**config.mk**
```make
export PLATFORM = sky130hd
export DESIGN_NAME = alu_arbiter_flat
export DESIGN_NICKNAME = d
export VERILOG_FILES = /design/src/rtl/cpu_types_pkg.sv /design/src/rtl/alu_arbiter_if.sv /design/src/rtl/alu_if.sv /design/src/rtl/alu.sv /design/src/rtl/alu_arbiter.sv /design/src/flat_wrapper.sv
export SDC_FILE = /design/constraint.sdc
export NUM_CORES = 1
export LEC_CHECK = 0
export BUFFER_PORTS_ARGS = -buffer_cell sky130_fd_sc_hd__buf_2
export CAP_MARGIN = 20
export CORE_MARGIN = 4
export CORE_UTILIZATION = 30
export DETAILED_ROUTE_END_ITERATION = 12
export GPL_TIMING_DRIVEN = 0
export RECOVER_POWER = 50
export SETUP_SLACK_MARGIN = 0.15
export SLEW_MARGIN = 20
export SYNTH_ARGS = -nofsm -noshare
export SYNTH_HDL_FRONTEND = slang
export SYNTH_HIERARCHICAL = 1
export SYNTH_SLANG_ARGS = --single-unit
```
**constraint.sdc**
```tcl
create_clock -name CLK -period 4.48 [get_ports CLK]
set_input_delay 0.224 -clock CLK [delete_from_list [all_inputs] [get_ports CLK]]
set_output_delay 0.224 -clock CLK [all_outputs]
set_load 0.05 [all_outputs]
```
**src/rtl/cpu_types_pkg.sv**
```systemverilog
// Shared CPU types: ALU operation/word types and the arbiter FSM encoding.
package cpu_types_pkg;

  localparam int unsigned ARB_REQS = 2;
  localparam int unsigned WORD_W   = 32;

  typedef logic [WORD_W-1:0] word_t;

  // 4-bit encoding leaves 7..15 unsupported; the ALU returns all-zero for those.
  typedef enum logic [3:0] {
    ALU_SLL = 4'd0,
    ALU_SRL = 4'd1,
    ALU_ADD = 4'd2,
    ALU_SUB = 4'd3,
    ALU_AND = 4'd4,
    ALU_OR  = 4'd5,
    ALU_XOR = 4'd6
  } aluop_t;

  typedef enum logic [1:0] {
    IDLE = 2'd0,
    EXEC = 2'd1,
    RESP = 2'd2
  } arb_state_t;

  function automatic logic [ARB_REQS-1:0] onehot(logic idx);
    return idx ? 2'b10 : 2'b01;
  endfunction

endpackage

```
**src/rtl/alu_arbiter_if.sv**
```systemverilog
// Two-requester operation/result bus of alu_arbiter.
interface alu_arbiter_if;
  import cpu_types_pkg::*;

  logic [ARB_REQS-1:0] req;
  logic [ARB_REQS-1:0] gnt;
  logic [ARB_REQS-1:0] rvalid;
  logic [ARB_REQS-1:0] rready;
  aluop_t              op0;
  aluop_t              op1;
  word_t               a0;
  word_t               b0;
  word_t               a1;
  word_t               b1;
  word_t               rdata;
  logic                rneg;
  logic                rovf;
  logic                rzero;
  logic                busy;

  modport master (
    output req, op0, op1, a0, b0, a1, b1, rready,
    input  gnt, rvalid, rdata, rneg, rovf, rzero, busy
  );
  modport slave (
    input  req, op0, op1, a0, b0, a1, b1, rready,
    output gnt, rvalid, rdata, rneg, rovf, rzero, busy
  );
endinterface

```
**src/rtl/alu_if.sv**
```systemverilog
// Connection bundle between a user and the combinational alu block.
interface alu_if;
  import cpu_types_pkg::*;

  aluop_t op;
  word_t  port_a;
  word_t  port_b;
  word_t  OutputPort;
  logic   negative;
  logic   overflow;
  logic   zero;

  modport alu  (input op, port_a, port_b, output OutputPort, negative, overflow, zero);
  modport user (output op, port_a, port_b, input OutputPort, negative, overflow, zero);
endinterface

```
**src/rtl/alu.sv**
```systemverilog
// Combinational 32-bit ALU with Negative/Overflow/Zero flags.
module alu
  import cpu_types_pkg::*;
(
  alu_if.alu aif
);

  word_t res;
  logic  ovf;
  logic  known;

  always_comb begin
    res   = '0;
    ovf   = 1'b0;
    known = 1'b1;
    case (aif.op)
      ALU_SLL: res = aif.port_a << aif.port_b[4:0];
      ALU_SRL: res = aif.port_a >> aif.port_b[4:0];
      ALU_ADD: begin
        res = aif.port_a + aif.port_b;
        ovf = (aif.port_a[31] == aif.port_b[31]) && (res[31] != aif.port_a[31]);
      end
      ALU_SUB: begin
        res = aif.port_a - aif.port_b;
        ovf = (aif.port_a[31] != aif.port_b[31]) && (res[31] != aif.port_a[31]);
      end
      ALU_AND: res = aif.port_a & aif.port_b;
      ALU_OR:  res = aif.port_a | aif.port_b;
      ALU_XOR: res = aif.port_a ^ aif.port_b;
      default: known = 1'b0;
    endcase
    aif.OutputPort = res;
    aif.negative   = known & res[31];
    aif.overflow   = ovf;
    aif.zero       = known & (res == '0);
  end

endmodule

```
**src/rtl/alu_arbiter.sv**
```systemverilog
// Two-requester front end sharing one ALU: IDLE -> EXEC -> RESP with registered result.
// Define ALU_ARBITER_RR_EN for round-robin contention; otherwise requester 0 always wins.
module alu_arbiter
  import cpu_types_pkg::*;
(
  input logic          CLK,
  input logic          nRST,
  alu_arbiter_if.slave bus
);

  arb_state_t          state_q, state_d;
  logic                owner_q, owner_d;
  aluop_t              op_q, op_d;
  word_t               a_q, a_d, b_q, b_d;
  word_t               rdata_q, rdata_d;
  logic                rneg_q, rneg_d, rovf_q, rovf_d, rzero_q, rzero_d;
  logic                winner;
  logic                can_grant;
  logic                grant;
  logic [ARB_REQS-1:0] gnt;

  alu_if alu_bus ();

  alu u_alu (
    .aif (alu_bus)
  );

  assign alu_bus.op     = op_q;
  assign alu_bus.port_a = a_q;
  assign alu_bus.port_b = b_q;

`ifdef ALU_ARBITER_RR_EN
  logic last_q, last_d;

  always_comb begin
    case (bus.req)
      2'b10:   winner = 1'b1;
      2'b11:   winner = ~last_q;
      default: winner = 1'b0;
    endcase
  end

  assign last_d = grant ? winner : last_q;

  // Pointer resets to 1 so requester 0 wins the first contention.
  always_ff @(posedge CLK or negedge nRST) begin
    if (!nRST) begin
      last_q <= 1'b1;
    end else begin
      last_q <= last_d;
    end
  end
`else
  assign winner = bus.req[1] & ~bus.req[0];
`endif

  // A new op is accepted from IDLE, or from RESP in the cycle the owner takes its result.
  assign can_grant = nRST && ((state_q == IDLE) ||
                              ((state_q == RESP) && bus.rready[owner_q]));
  assign grant     = can_grant && (bus.req != '0);
  assign gnt       = grant ? onehot(winner) : '0;

  always_comb begin
    state_d = state_q;
    owner_d = owner_q;
    op_d    = op_q;
    a_d     = a_q;
    b_d     = b_q;
    rdata_d = rdata_q;
    rneg_d  = rneg_q;
    rovf_d  = rovf_q;
    rzero_d = rzero_q;
    case (state_q)
      IDLE: begin
        if (grant) state_d = EXEC;
      end
      EXEC: begin
        state_d = RESP;
        rdata_d = alu_bus.OutputPort;
        rneg_d  = alu_bus.negative;
        rovf_d  = alu_bus.overflow;
        rzero_d = alu_bus.zero;
      end
      RESP: begin
        if (bus.rready[owner_q]) state_d = grant ? EXEC : IDLE;
      end
      default: state_d = IDLE;
    endcase
    if (grant) begin
      owner_d = winner;
      op_d    = winner ? bus.op1 : bus.op0;
      a_d     = winner ? bus.a1  : bus.a0;
      b_d     = winner ? bus.b1  : bus.b0;
    end
  end

  always_ff @(posedge CLK or negedge nRST) begin
    if (!nRST) begin
      state_q <= IDLE;
      owner_q <= 1'b0;
      op_q    <= aluop_t'('0);
      a_q     <= '0;
      b_q     <= '0;
      rdata_q <= '0;
      rneg_q  <= 1'b0;
      rovf_q  <= 1'b0;
      rzero_q <= 1'b0;
    end else begin
      state_q <= state_d;
      owner_q <= owner_d;
      op_q    <= op_d;
      a_q     <= a_d;
      b_q     <= b_d;
      rdata_q <= rdata_d;
      rneg_q  <= rneg_d;
      rovf_q  <= rovf_d;
      rzero_q <= rzero_d;
    end
  end

  assign bus.gnt    = gnt;
  assign bus.rvalid = (state_q == RESP) ? onehot(owner_q) : '0;
  assign bus.busy   = (state_q != IDLE);
  assign bus.rdata  = rdata_q;
  assign bus.rneg   = rneg_q;
  assign bus.rovf   = rovf_q;
  assign bus.rzero  = rzero_q;

endmodule

```
**src/flat_wrapper.sv**
```systemverilog
// flat-port wrapper written by rule: the top's interface ports become plain ports
module alu_arbiter_flat import cpu_types_pkg::*;
  (CLK, nRST, bus_req, bus_op0, bus_op1, bus_a0, bus_b0, bus_a1, bus_b1, bus_rready, bus_gnt, bus_rvalid, bus_rdata, bus_rneg, bus_rovf, bus_rzero, bus_busy);
  alu_arbiter_if bus_i ();
  input logic CLK;
  input logic nRST;
  input wire logic [$bits(bus_i.req)-1:0] bus_req;
  input wire logic [$bits(bus_i.op0)-1:0] bus_op0;
  input wire logic [$bits(bus_i.op1)-1:0] bus_op1;
  input wire logic [$bits(bus_i.a0)-1:0] bus_a0;
  input wire logic [$bits(bus_i.b0)-1:0] bus_b0;
  input wire logic [$bits(bus_i.a1)-1:0] bus_a1;
  input wire logic [$bits(bus_i.b1)-1:0] bus_b1;
  input wire logic [$bits(bus_i.rready)-1:0] bus_rready;
  output wire logic [$bits(bus_i.gnt)-1:0] bus_gnt;
  output wire logic [$bits(bus_i.rvalid)-1:0] bus_rvalid;
  output wire logic [$bits(bus_i.rdata)-1:0] bus_rdata;
  output wire logic [$bits(bus_i.rneg)-1:0] bus_rneg;
  output wire logic [$bits(bus_i.rovf)-1:0] bus_rovf;
  output wire logic [$bits(bus_i.rzero)-1:0] bus_rzero;
  output wire logic [$bits(bus_i.busy)-1:0] bus_busy;
  assign bus_i.req = bus_req;
  assign bus_i.op0 = bus_op0;
  assign bus_i.op1 = bus_op1;
  assign bus_i.a0 = bus_a0;
  assign bus_i.b0 = bus_b0;
  assign bus_i.a1 = bus_a1;
  assign bus_i.b1 = bus_b1;
  assign bus_i.rready = bus_rready;
  assign bus_gnt = bus_i.gnt;
  assign bus_rvalid = bus_i.rvalid;
  assign bus_rdata = bus_i.rdata;
  assign bus_rneg = bus_i.rneg;
  assign bus_rovf = bus_i.rovf;
  assign bus_rzero = bus_i.rzero;
  assign bus_busy = bus_i.busy;
  alu_arbiter u_core (.CLK(CLK), .nRST(nRST), .bus(bus_i));
endmodule
```
==> metrics.log, run 1 <==
[metrics] global-route wire length before repair: 101,300 um
[metrics] antenna diode count: 0
[metrics] cells after synthesis: 1,662
[metrics] RSZ-0062 raised after global routing: no
[metrics] initial antenna violation count: 0
[metrics] worst setup skew after layout: 0.01353 ns
[metrics] peak supply drop: 0.2217 mV
[metrics] cells traversed along the worst timing path: clkbuf_1 -> nor2b_1 -> nand2_1 -> clkbuf_1 -> clkbuf_2 -> nor2_1 -> a31oi_1 -> a22oi_2 -> nor2_1 -> o2111ai_1 -> nor2_1 -> mux2_2
[metrics] switching part of the total power: 58.85%
[metrics] count of antenna-violating nets left after detailed routing: 0
[metrics] global route total overflow: 0
[metrics] Hold Path Depth: 3
[metrics] max-cap viol count: 0
[metrics] post-synthesis register bit count: 106
[metrics] count of yosys warnings during synthesis: 6
[metrics] maximum number of pins on one net before global-route repair: 58
[metrics] share of total power in combinational logic: 79.5%
[metrics] largest family of logic cells by synthesized area: multiplexers
[metrics] horizontal die dimension: 225.6 um
[metrics] Worst R2R Setup Slack: 0.17 ns
[metrics] vias in the first global route: 14,910
[metrics] die outline area: 50,880 um^2
[metrics] clock-pin slew reported for the worst setup and hold paths after clock tree synthesis: 0.07 ns
[metrics] count of clock tree sinks: 106
[metrics] cell total after placement: 2,452
[metrics] worst path arrival time: 4.59 ns
[metrics] y dimension of the die: 225.6 um
[metrics] share of total power in sequential cells: 14.2%
[metrics] Hold Violations, Final: 0
[metrics] number of remaining DRC errors: 0
[metrics] part of the cycle the worst path needs: 96.10%
[metrics] number of clock buffers inserted by TritonCTS: 9
[metrics] Post-layout nets: 2,143
[metrics] Final Slew Violations: 0
[metrics] multiplexer fraction of the synthesized cell area: 25.85%
[metrics] result of the run: complete, no violations
[metrics] cell row count: 79
[metrics] Final Wtd Congestion: 1.048
[metrics] cell seen most often among critical-path stages: sky130_fd_sc_hd__nor2_1
[metrics] Worst R2R Path Depth: 12
[metrics] share of power burned in the clock network: 6.2%
[metrics] fraction of synthesized cell area in xor and xnor cells: 0.9252%
[metrics] CTS tree: yes
[metrics] worst setup path class: register to register
[metrics] summed instance area of the synthesized netlist: 14,200 um^2
[metrics] kind of end point of the critical path: register
[metrics] reg2reg end: u_core/bus.rzero
[metrics] post-synthesis net count: 1,911
[metrics] leak pwr: 7.264 nW
[metrics] Clock Root Buffer: sky130_fd_sc_hd__clkbuf_16
[metrics] filler cell count: 4,891
[metrics] multi-input logic area: 11,050 um^2
[metrics] worst-case headroom to the max-slew limit: 19.28%
[metrics] DRC violation total after the first TritonRoute iteration: 1,727
[metrics] Seq/Total Area, Yosys: 18.68%
[metrics] Main synth FF type: sky130_fd_sc_hd__dfrtp_1
[metrics] EDFF count, synth: 0
[metrics] type of the most critical hold path: input port to register
[metrics] internal power of the cells: 0.005792 W
[metrics] core area: 46,650 um^2
[metrics] insertion delay of the later-clocked pin in the worst-skew pair: 0.40 ns
[metrics] worst path required time: 4.77 ns
[metrics] Critical Path Start Type: register
[metrics] total detailed-routing wirelength: 70,400 um
[metrics] Mean Syn Cell Area: 8.544 um^2
[metrics] post-DP HPWL: 56,160 um
[metrics] layout overhead on the synthesized area: 21.22%
[metrics] slew at the pin closest to its max-slew limit: 1.211 ns
[metrics] minimum clock period: 4.305 ns
[metrics] layout cell share with drive strength beyond 1: 33.72%
[metrics] Hold Path Sink: u_core/alu_bus.port_b[4]
[metrics] Clock Tree Buf Depth: 2
[metrics] count of buffers inserted at the top-level ports: 181
[metrics] sequential cell area: 2686 um^2
[metrics] maximum clock frequency: 232.3 MHz
[metrics] Net Sw Power: 0.008286 W
[metrics] # setup viols final: 0
[metrics] post-synthesis compound-gate area fraction: 22.92%
[metrics] cell area power density: 817.9 nW/um^2
[metrics] Vias: 15,400
[metrics] final core area utilization: 36.89%
[metrics] combined global-route utilization of all metal layers: 26.87%
[metrics] maximum single-stage delay on the critical path: 0.64 ns
[metrics] synthesized-area fraction occupied by adder cells: 9.534%
[metrics] origin of the critical flop-to-flop path: u_core/alu_bus.op[1]
[metrics] slowest stage cell, crit path: sky130_fd_sc_hd__nor2b_1
[metrics] launch instance of the worst min-delay path: bus_b1[4]
[metrics] buffer and inverter count on the worst path: 3
[metrics] maximum net fanout on the critical path: 10
[metrics] average via count per standard cell: 6.146
[metrics] simple-gate share of the synthesized area: 14.54%
[metrics] number of standard cells in the final layout excluding fillers: 2,505
[metrics] Clock H-tree levels: 3
[metrics] total iterations of the first detailed-routing run: 6
[metrics] Synth cell types: 90
[metrics] initial core utilization: 30.44%
[metrics] I/O Pins: 182
[metrics] Worst path top cell family by delay: simple AND/OR/NAND/NOR gates
[metrics] Routed WL per cell: 28.10 um
[metrics] async set or reset register ratio after synthesis: 100.0%
[cell families after synthesis]
| logic type | Yosys count |
|---|---|
| XOR/XNOR | 15 |
| AO/OA/AOI/OAI | 473 |
| buffers and inverters | 231 |
| multiplexers | 285 |
| adder cells (fa/ha/maj) | 107 |
| flip-flops | 106 |
| AND/OR/NAND/NOR | 445 |
[tightest hold or removal path, cell delays in order]
cell and delay [ns]:
sky130_fd_sc_hd__buf_2 0.07, sky130_fd_sc_hd__mux2_2 0.13, sky130_fd_sc_hd__mux2_2 0.13
[cell usage after synthesis (6+ instances only)]
master | n | share of area, %
sky130_fd_sc_hd__nand3_1 | 33 | 1.2
sky130_fd_sc_hd__a211o_1 | 8 | 0.49
sky130_fd_sc_hd__a22o_1 | 7 | 0.43
sky130_fd_sc_hd__nand4_1 | 16 | 0.70
sky130_fd_sc_hd__ha_1 | 105 | 9.3
sky130_fd_sc_hd__a221o_1 | 7 | 0.49
sky130_fd_sc_hd__nand2b_1 | 12 | 0.53
sky130_fd_sc_hd__buf_4 | 13 | 0.69
sky130_fd_sc_hd__mux2_2 | 179 | 14
sky130_fd_sc_hd__nor4_1 | 12 | 0.53
sky130_fd_sc_hd__o31ai_1 | 23 | 1.2
sky130_fd_sc_hd__dfrtp_1 | 106 | 19
sky130_fd_sc_hd__o2111ai_1 | 9 | 0.56
sky130_fd_sc_hd__a31oi_1 | 16 | 0.70
sky130_fd_sc_hd__a211oi_1 | 27 | 1.4
sky130_fd_sc_hd__and3_1 | 8 | 0.35
sky130_fd_sc_hd__o211ai_1 | 33 | 1.7
sky130_fd_sc_hd__a21oi_1 | 106 | 3.7
sky130_fd_sc_hd__a21o_1 | 13 | 0.69
sky130_fd_sc_hd__o21a_1 | 7 | 0.37
sky130_fd_sc_hd__buf_6 | 13 | 1.0
sky130_fd_sc_hd__mux2i_1 | 57 | 4.0
sky130_fd_sc_hd__o221ai_1 | 15 | 0.93
sky130_fd_sc_hd__a221oi_1 | 10 | 0.62
sky130_fd_sc_hd__buf_1 | 8 | 0.21
sky130_fd_sc_hd__buf_2 | 21 | 0.74
sky130_fd_sc_hd__clkbuf_1 | 60 | 1.6
sky130_fd_sc_hd__or2_2 | 10 | 0.44
sky130_fd_sc_hd__o21ai_0 | 80 | 2.8
sky130_fd_sc_hd__nor2b_1 | 14 | 0.62
sky130_fd_sc_hd__xnor2_1 | 14 | 0.86
sky130_fd_sc_hd__and2_1 | 8 | 0.35
sky130_fd_sc_hd__nor3_1 | 37 | 1.3
sky130_fd_sc_hd__mux4_1 | 6 | 1.1
sky130_fd_sc_hd__a32oi_1 | 9 | 0.56
sky130_fd_sc_hd__o22ai_1 | 23 | 1.0
sky130_fd_sc_hd__a22oi_1 | 13 | 0.69
sky130_fd_sc_hd__mux4_2 | 38 | 6.0
sky130_fd_sc_hd__inv_1 | 113 | 3.0
sky130_fd_sc_hd__nand2_1 | 138 | 3.6
sky130_fd_sc_hd__nor2_1 | 133 | 3.5
[registers in the layout, indices dropped and copies added, names as in the netlist]
name,cells
u_core/alu_bus.op,4
u_core/bus.rneg,1
u_core/owner_q,1
u_core/alu_bus.port_b,32
u_core/bus.rzero,1
u_core/state_q,2
u_core/a_q,32
u_core/bus.rovf,1
u_core/bus.rdata,32
[power by group through the flow]
stage                     sequential, W  combinational, W  clock (W)
after global routing            0.00205            0.0118   0.000959
after global placement          0.00202           0.00969          0
final                           0.00200            0.0112   0.000877
after detailed placement        0.00203           0.00970          0
after floorplan                 0.00212           0.00621          0
after CTS                       0.00200            0.0104   0.000911
[per-stage QoR]
| step | setup WS [ns] | hold slack (ns) | total power (W) | TNS, ns | instance area [um^2] |
|---|---|---|---|---|---|
| floorplan | 0.3716 | -0.07159 | 0.008329 | 0 | 14200 |
| global placement | -2.041 | 0.4870 | 0.01170 | -21.20 | 15870 |
| detailed placement | -1.978 | 0.2024 | 0.01173 | -20.33 | 15910 |
| CTS | 0.1598 | 0.1570 | 0.01333 | 0 | 16820 |
| global route | 0.1414 | 0.1703 | 0.01476 | 0 | 17210 |
| finish | 0.1749 | 0.1783 | 0.01408 | 0 | 17210 |
[layout make-up]
type                            instances  area share [%]
Tap cell                              607           4.412
Buffer                                117           4.376
Multi-Input combinational cell       1325           64.20
Clock inverter                          5          0.4579
Timing Repair Buffer                  221           7.036
Clock buffer                           10           1.330
Sequential cell                       106           15.61
Inverter                              114           2.580
[how the worst max path moves through the flow]
stage                                   startpoint          endpoint  slack, ns  depth (start not counted)
after floorplan           u_core/alu_bus.port_b[1]  u_core/bus.rzero       0.37                         17
after global placement    u_core/alu_bus.port_b[1]  u_core/bus.rzero      -2.04                         17
after detailed placement  u_core/alu_bus.port_b[1]  u_core/bus.rzero      -1.98                         17
after CTS                 u_core/alu_bus.port_b[3]  u_core/bus.rzero       0.16                         19
after global routing      u_core/alu_bus.port_b[1]  u_core/bus.rzero       0.14                         17
final                         u_core/alu_bus.op[1]  u_core/bus.rzero       0.17                         12
[routing by layer]
metal / wire length (um) / up-vias / GRT usage, %
li1: - / 6696 / -
met2: 30790 / 927 / 41.69
met1: 29950 / 7604 / 37.16
met3: 6603 / 168 / 5.249
met5: 0 / - / 0
met4: 3059 / 0 / 9.998
[cell usage in the layout, fill, tap and decap left out, types with 38 or more instances in the layout]
cell type	instances
sky130_fd_sc_hd__a21oi_1	97
sky130_fd_sc_hd__buf_2	179
sky130_fd_sc_hd__buf_4	49
sky130_fd_sc_hd__clkbuf_1	62
sky130_fd_sc_hd__dfrtp_1	79
sky130_fd_sc_hd__ha_1	100
sky130_fd_sc_hd__inv_1	110
sky130_fd_sc_hd__mux2_2	179
sky130_fd_sc_hd__mux2i_1	55
sky130_fd_sc_hd__mux4_2	38
sky130_fd_sc_hd__nand2_1	138
sky130_fd_sc_hd__nor2_1	128
sky130_fd_sc_hd__o21ai_0	67
[repair_timing]
| action | in CTS | in global routing |
|---|---|---|
| setup endpoints to repair | 28 | 6 |
| setup buffers | 14 | 23 |
| pin swaps | 14 | 15 |
| hold buffers | 1 | 0 |
| endpoints found under the hold margin | 50 | 0 |
| resized for setup | 128 | 79 |
No activity file was read; power rests on OpenSTA's default activity.
==> inputs of run 2 (changes only) <==
Settings changed: REMOVE_ABC_BUFFERS from default to 1.
==> metrics.log, run 2 (synthesis results as in run 1) <==
[metrics] switching part of the total power: 58.01%
[metrics] leading cell type in the layout, fill and taps excluded: sky130_fd_sc_hd__mux2_2
[metrics] Critical Path Start Type: register
[metrics] Net Sw Power: 0.007647 W
[metrics] core area: 46,650 um^2
[metrics] final core area utilization: 35.92%
[metrics] total detailed-routing wirelength: 62,980 um
[metrics] Clock Root Buffer: sky130_fd_sc_hd__clkbuf_16
[metrics] post-DP HPWL: 47,490 um
[metrics] worst-case headroom to the max-slew limit: 24.73%
[metrics] die outline area: 50,880 um^2
[metrics] slowest stage cell, crit path: sky130_fd_sc_hd__dfrtp_4
[metrics] minimum clock period: 4.304 ns
[metrics] worst path arrival time: 4.59 ns
[metrics] number of clock buffers inserted by TritonCTS: 9
[metrics] leak pwr: 7.045 nW
[metrics] worst setup skew after layout: 0.01046 ns
[metrics] Hold Violations, Final: 0
[metrics] vias in the first global route: 14,040
[metrics] maximum single-stage delay on the critical path: 0.76 ns
[metrics] maximum number of pins on one net before global-route repair: 62
[metrics] average via count per standard cell: 6.092
[metrics] count of antenna-violating nets left after detailed routing: 0
[metrics] part of the cycle the worst path needs: 96.07%
[metrics] Post-layout nets: 2,048
[metrics] combined global-route utilization of all metal layers: 23.74%
[metrics] RSZ-0062 raised after global routing: no
[metrics] Final Slew Violations: 0
[metrics] number of remaining DRC errors: 0
[metrics] cells traversed along the worst timing path: or4b_2 -> nor2_1 -> nand2_1 -> o22ai_1 -> or3_1 -> nor4_1 -> nand4bb_1 -> nor4_4 -> nand4b_1 -> nor2_1 -> mux2_2
[metrics] antenna diode count: 0
[metrics] cell area power density: 786.7 nW/um^2
[metrics] layout cell share with drive strength beyond 1: 31.82%
[metrics] Final Wtd Congestion: 0.9856
[metrics] total iterations of the first detailed-routing run: 7
[metrics] Vias: 14,690
[metrics] # setup viols final: 0
[metrics] type of the most critical hold path: input port to register
[metrics] global route total overflow: 0
[metrics] result of the run: complete, no violations
[metrics] Worst path top cell family by delay: simple AND/OR/NAND/NOR gates
[metrics] clock-pin slew reported for the worst setup and hold paths after clock tree synthesis: 0.08 ns
[metrics] Routed WL per cell: 26.12 um
[metrics] cell seen most often among critical-path stages: sky130_fd_sc_hd__nor2_1
[metrics] Clock Tree Buf Depth: 2
[metrics] global-route wire length before repair: 91,280 um
[metrics] initial core utilization: 30.44%
[metrics] cell row count: 79
[metrics] CTS tree: yes
[metrics] count of buffers inserted at the top-level ports: 181
[metrics] crit path setup slack, layout: 0.1761 ns
[metrics] most frequent cells in the layout: 179 x sky130_fd_sc_hd__mux2_2, 161 x sky130_fd_sc_hd__buf_2, 137 x sky130_fd_sc_hd__nand2_1
[metrics] maximum clock frequency: 232.3 MHz
[metrics] slew at the pin closest to its max-slew limit: 1.119 ns
[metrics] kind of end point of the critical path: register
[metrics] DRC violation total after the first TritonRoute iteration: 1,775
[metrics] I/O Pins: 182
[metrics] share of total power in combinational logic: 77.6%
[metrics] layout overhead on the synthesized area: 18.01%
[metrics] insertion delay of the later-clocked pin in the worst-skew pair: 0.40 ns
[metrics] worst setup path class: register to register
[metrics] buffer and inverter count on the worst path: 0
[metrics] filler cell count: 4,885
[metrics] worst path required time: 4.77 ns
[metrics] horizontal die dimension: 225.6 um
[metrics] initial antenna violation count: 0
[metrics] Clock H-tree levels: 3
[metrics] count of clock tree sinks: 106
[metrics] max-cap viol count: 0
[metrics] share of total power in sequential cells: 16.1%
[metrics] maximum net fanout on the critical path: 37
[metrics] y dimension of the die: 225.6 um
[metrics] share of power burned in the clock network: 6.3%
[metrics] pre-CTS setup slack: -1.397 ns
[metrics] internal power of the cells: 0.005536 W
[metrics] peak supply drop: 0.3211 mV
-- run 2: worst paths after layout --
check,start,slack [ns],cells after the start,to
worst min-delay path,bus_op1[3],0.17,3,u_core/alu_bus.op[3]
worst max-delay path,u_core/alu_bus.op[0],0.18,11,u_core/bus.rzero
min in group asynchronous,nRST,0.30,2,u_core/a_q[9]
worst max register to register,u_core/alu_bus.op[0],0.18,11,u_core/bus.rzero
max in group asynchronous,nRST,3.47,3,u_core/alu_bus.op[0]
worst min register to register,u_core/bus.rdata[1],0.51,1,u_core/bus.rdata[1]
-- run 2: timing repair --
item,4_1_cts,5_1_grt
gates resized for setup,57,53
setup buffers,27,5
pin swaps,7,7
endpoints found under the hold margin,45,0
hold buffers,1,0
endpoints found under the setup margin,18,4
cloned,2,3
-- run 2: final cells by class --
class                   instances  area, um^2  share of cell area (%)
clock buffers                  11       252.7                   1.508
well taps                     607       759.5                   4.532
repair inverters                1       5.005                 0.02987
flip-flops and latches        106        2696                   16.09
inverters                     114       451.7                   2.695
clock inverters                 5       43.79                  0.2613
repair buffers                242        1692                   10.09
multi-input cells            1325       10860                   64.79
-- run 2: metrics by stage --
step / power (W) / TNS (ns) / cell area, um^2 / std cells / hold WS (ns)
finish: 0.01318 / 0 / 16760 / 2411 / 0.1677
global route: 0.01395 / 0 / 16760 / 2411 / 0.1662
CTS: 0.01266 / 0 / 16490 / 2403 / 0.1567
detailed placement: 0.01122 / -8.940 / 15660 / 2357 / 0.1849
global placement: 0.01108 / -275.30 / 15220 / 2333 / 0.4858
floorplan: 0.008125 / -30.07 / 13560 / 1545 / -0.07159
-- run 2: per-layer routing --
| metal | track usage, % | wire [um] | vias up |
|---|---|---|---|
| met2 | 37.63 | 28470 | 741 |
| met5 | 0 | 0 | - |
| li1 | - | - | 6527 |
| met1 | 32.50 | 26600 | 7290 |
| met3 | 4.741 | 5744 | 129 |
| met4 | 7.844 | 2168 | 0 |
-- run 2: worst reg2reg max path, cell delays in order (launching register included) --
cell and delay, ns:
sky130_fd_sc_hd__dfrtp_4 0.76, sky130_fd_sc_hd__or4b_2 0.79, sky130_fd_sc_hd__nor2_1 0.66, sky130_fd_sc_hd__nand2_1 0.41
sky130_fd_sc_hd__o22ai_1 0.40, sky130_fd_sc_hd__or3_1 0.30, sky130_fd_sc_hd__nor4_1 0.10, sky130_fd_sc_hd__nand4bb_1 0.22
sky130_fd_sc_hd__nor4_4 0.09, sky130_fd_sc_hd__nand4b_1 0.13, sky130_fd_sc_hd__nor2_1 0.06, sky130_fd_sc_hd__mux2_2 0.26
-- run 2: power groups by stage --
stage | combinational [W] | sequential, W | clock (W)
after floorplan | 0.00574 | 0.00239 | 0
after global placement | 0.00868 | 0.00240 | 0
after detailed placement | 0.00899 | 0.00222 | 0
after CTS | 0.00972 | 0.00208 | 0.000867
after global routing | 0.0109 | 0.00218 | 0.000903
final | 0.0102 | 0.00212 | 0.000830
==> inputs of run 3 (changes only) <==
Settings changed: RECOVER_POWER 50 to 100.
==> metrics.log, run 3 (synthesis results as in run 1) <==
[metrics] type of the most critical hold path: input port to register
[metrics] share of total power in sequential cells: 16.1%
[metrics] average via count per standard cell: 6.123
[metrics] Clock H-tree levels: 3
[metrics] Critical Path Start Type: register
[metrics] worst setup path startpoint: u_core/alu_bus.port_b[2]
[metrics] count of antenna-violating nets left after detailed routing: 0
[metrics] Clock Root Buffer: sky130_fd_sc_hd__clkbuf_16
[metrics] worst path arrival time: 4.62 ns
[metrics] DRC violation total after the first TritonRoute iteration: 1,604
[metrics] accumulated negative setup slack: 0 ns
[metrics] share of power burned in the clock network: 6.3%
[metrics] peak supply drop: 0.3231 mV
[metrics] count of clock tree sinks: 106
[metrics] minimum clock period: 4.327 ns
[metrics] result of the run: complete, no violations
[metrics] Net Sw Power: 0.007655 W
[metrics] placement-stage cell area: 15,660 um^2
[metrics] Critical path destination: u_core/bus.rzero
[metrics] I/O Pins: 182
[metrics] crit path setup slack, layout: 0.1526 ns
[metrics] cell area after layout: 16,690 um^2
[metrics] global-route wire length before repair: 91,280 um
[metrics] RSZ-0062 raised after global routing: no
[metrics] number of clock buffers inserted by TritonCTS: 9
[metrics] total detailed-routing wirelength: 63,270 um
[metrics] reg2reg end: u_core/bus.rzero
[metrics] Clock Tree Buf Depth: 2
[metrics] die outline area: 50,880 um^2
[metrics] clock-pin slew reported for the worst setup and hold paths after clock tree synthesis: 0.07 ns
[metrics] total iterations of the first detailed-routing run: 6
[metrics] part of the cycle the worst path needs: 96.59%
[metrics] horizontal die dimension: 225.6 um
[metrics] maximum clock frequency: 231.1 MHz
[metrics] worst-case headroom to the max-slew limit: 20.45%
[metrics] filler cell count: 4,900
[metrics] final core area utilization: 35.78%
[metrics] leading cell type in the layout, fill and taps excluded: sky130_fd_sc_hd__mux2_2
[metrics] leak pwr: 6.961 nW
[metrics] Routed WL per cell: 26.24 um
[metrics] layout overhead on the synthesized area: 17.54%
[metrics] Hold Violations, Final: 0
[metrics] maximum number of pins on one net before global-route repair: 62
[metrics] initial antenna violation count: 0
[metrics] Worst R2R Setup Slack: 0.15 ns
[metrics] launch instance of the worst min-delay path: bus_rready[0]
[metrics] pre-CTS setup slack: -1.397 ns
[metrics] count of buffers inserted at the top-level ports: 181
[metrics] maximum net fanout on the critical path: 26
[metrics] cell row count: 79
[metrics] share of total power in combinational logic: 77.6%
[metrics] Vias: 14,760
[metrics] switching part of the total power: 58.19%
[metrics] Final Slew Violations: 0
[metrics] most frequent cells in the layout: 179 x sky130_fd_sc_hd__mux2_2, 140 x sky130_fd_sc_hd__buf_2, 137 x sky130_fd_sc_hd__nand2_1
[metrics] worst setup path class: register to register
[metrics] global route total overflow: 0
[metrics] slew at the pin closest to its max-slew limit: 1.182 ns
[metrics] initial core utilization: 30.44%
[metrics] layout cell share with drive strength beyond 1: 30.32%
[metrics] origin of the critical flop-to-flop path: u_core/alu_bus.port_b[2]
[metrics] Worst R2R Path Depth: 15
[metrics] post-DP HPWL: 47,490 um
[metrics] CTS tree: yes
[metrics] combined global-route utilization of all metal layers: 23.74%
[metrics] Hold Path Depth: 4
[metrics] antenna diode count: 0
[metrics] internal power of the cells: 0.005500 W
[metrics] Final Wtd Congestion: 0.9856
[metrics] worst path required time: 4.77 ns
[metrics] kind of end point of the critical path: register
[metrics] max-cap viol count: 0
[metrics] core area: 46,650 um^2
[metrics] vias in the first global route: 14,040
[metrics] final total power: 0.01315 W
[metrics] worst setup skew after layout: 0.01065 ns
[metrics] Post-layout nets: 2,048
[metrics] cell area power density: 788.1 nW/um^2
[metrics] y dimension of the die: 225.6 um
[metrics] number of remaining DRC errors: 0
[metrics] # setup viols final: 0
[metrics] insertion delay of the later-clocked pin in the worst-skew pair: 0.40 ns
[run 3: final cells by class]
| type | count | area, um^2 | share of cell area [%] |
|---|---|---|---|
| clock buffer | 11 | 252.7 | 1.514 |
| sequential | 106 | 2696 | 16.15 |
| multi-input combinational | 1325 | 10830 | 64.86 |
| tap | 607 | 759.5 | 4.550 |
| timing repair buffer | 242 | 1655 | 9.918 |
| timing repair inverter | 1 | 5.005 | 0.02999 |
| clock inverter | 5 | 43.79 | 0.2624 |
| inverter | 114 | 451.7 | 2.706 |
[run 3: critical path, stage by stage (launching register included)]
cell and delay [ns]:
sky130_fd_sc_hd__dfrtp_4 0.54, sky130_fd_sc_hd__buf_16 0.21, sky130_fd_sc_hd__clkinvlp_4 0.14, sky130_fd_sc_hd__buf_4 0.15, sky130_fd_sc_hd__buf_4 0.16, sky130_fd_sc_hd__a21oi_1 0.07
sky130_fd_sc_hd__a22o_1 0.26, sky130_fd_sc_hd__a311oi_1 0.78, sky130_fd_sc_hd__o21ai_0 0.40, sky130_fd_sc_hd__o221ai_1 0.60, sky130_fd_sc_hd__nor4_4 0.14, sky130_fd_sc_hd__nand4bb_1 0.22
sky130_fd_sc_hd__nor4_4 0.09, sky130_fd_sc_hd__nand4b_1 0.12, sky130_fd_sc_hd__nor2_1 0.06, sky130_fd_sc_hd__mux2_2 0.26
[run 3: timing repair]
item | CTS | global route
resized for setup | 57 | 53
buffers inserted | 27 | 5
endpoints found under the setup margin | 18 | 4
gates cloned | 2 | 3
hold buffers | 1 | 0
pin swaps | 7 | 7
hold endpoints to repair | 45 | 0
[run 3: worst min path at each step]
stage	endpoint	slack (ns)
after floorplan	u_core/a_q[0]	-0.07
after global placement	u_core/bus.rovf	0.49
after detailed placement	u_core/a_q[9]	0.18
after CTS	u_core/alu_bus.op[3]	0.16
after global routing	u_core/state_q[1]	0.14
final	u_core/state_q[1]	0.13
[run 3: through the flow]
stage | instances | hold slack, ns
final | 2411 | 0.1300
after global routing | 2411 | 0.1419
after CTS | 2403 | 0.1567
after detailed placement | 2357 | 0.1849
after global placement | 2333 | 0.4858
after floorplan | 1545 | -0.07159
[run 3: routing by layer]
metal  vias up  part of all wire (%)  GRT usage, %  wire length [um]
li1       6528                     -             -                 -
met1      7350                    43         32.50             27020
met2       759                    45         37.63             28600
met3       125                   8.7         4.741              5480
met4         0                   3.4         7.844              2169
met5         -                     0             0                 0
[run 3: power groups by stage]
| stage | clock network (W) | logic, W | registers (W) |
|---|---|---|---|
| 6_report | 0.000829 | 0.0102 | 0.00212 |
| 3_3_place_gp | 0 | 0.00868 | 0.00240 |
| 4_1_cts | 0.000867 | 0.00972 | 0.00208 |
| 3_5_place_dp | 0 | 0.00899 | 0.00222 |
| 5_1_grt | 0.000903 | 0.0108 | 0.00218 |
| 2_1_floorplan | 0 | 0.00574 | 0.00239 |
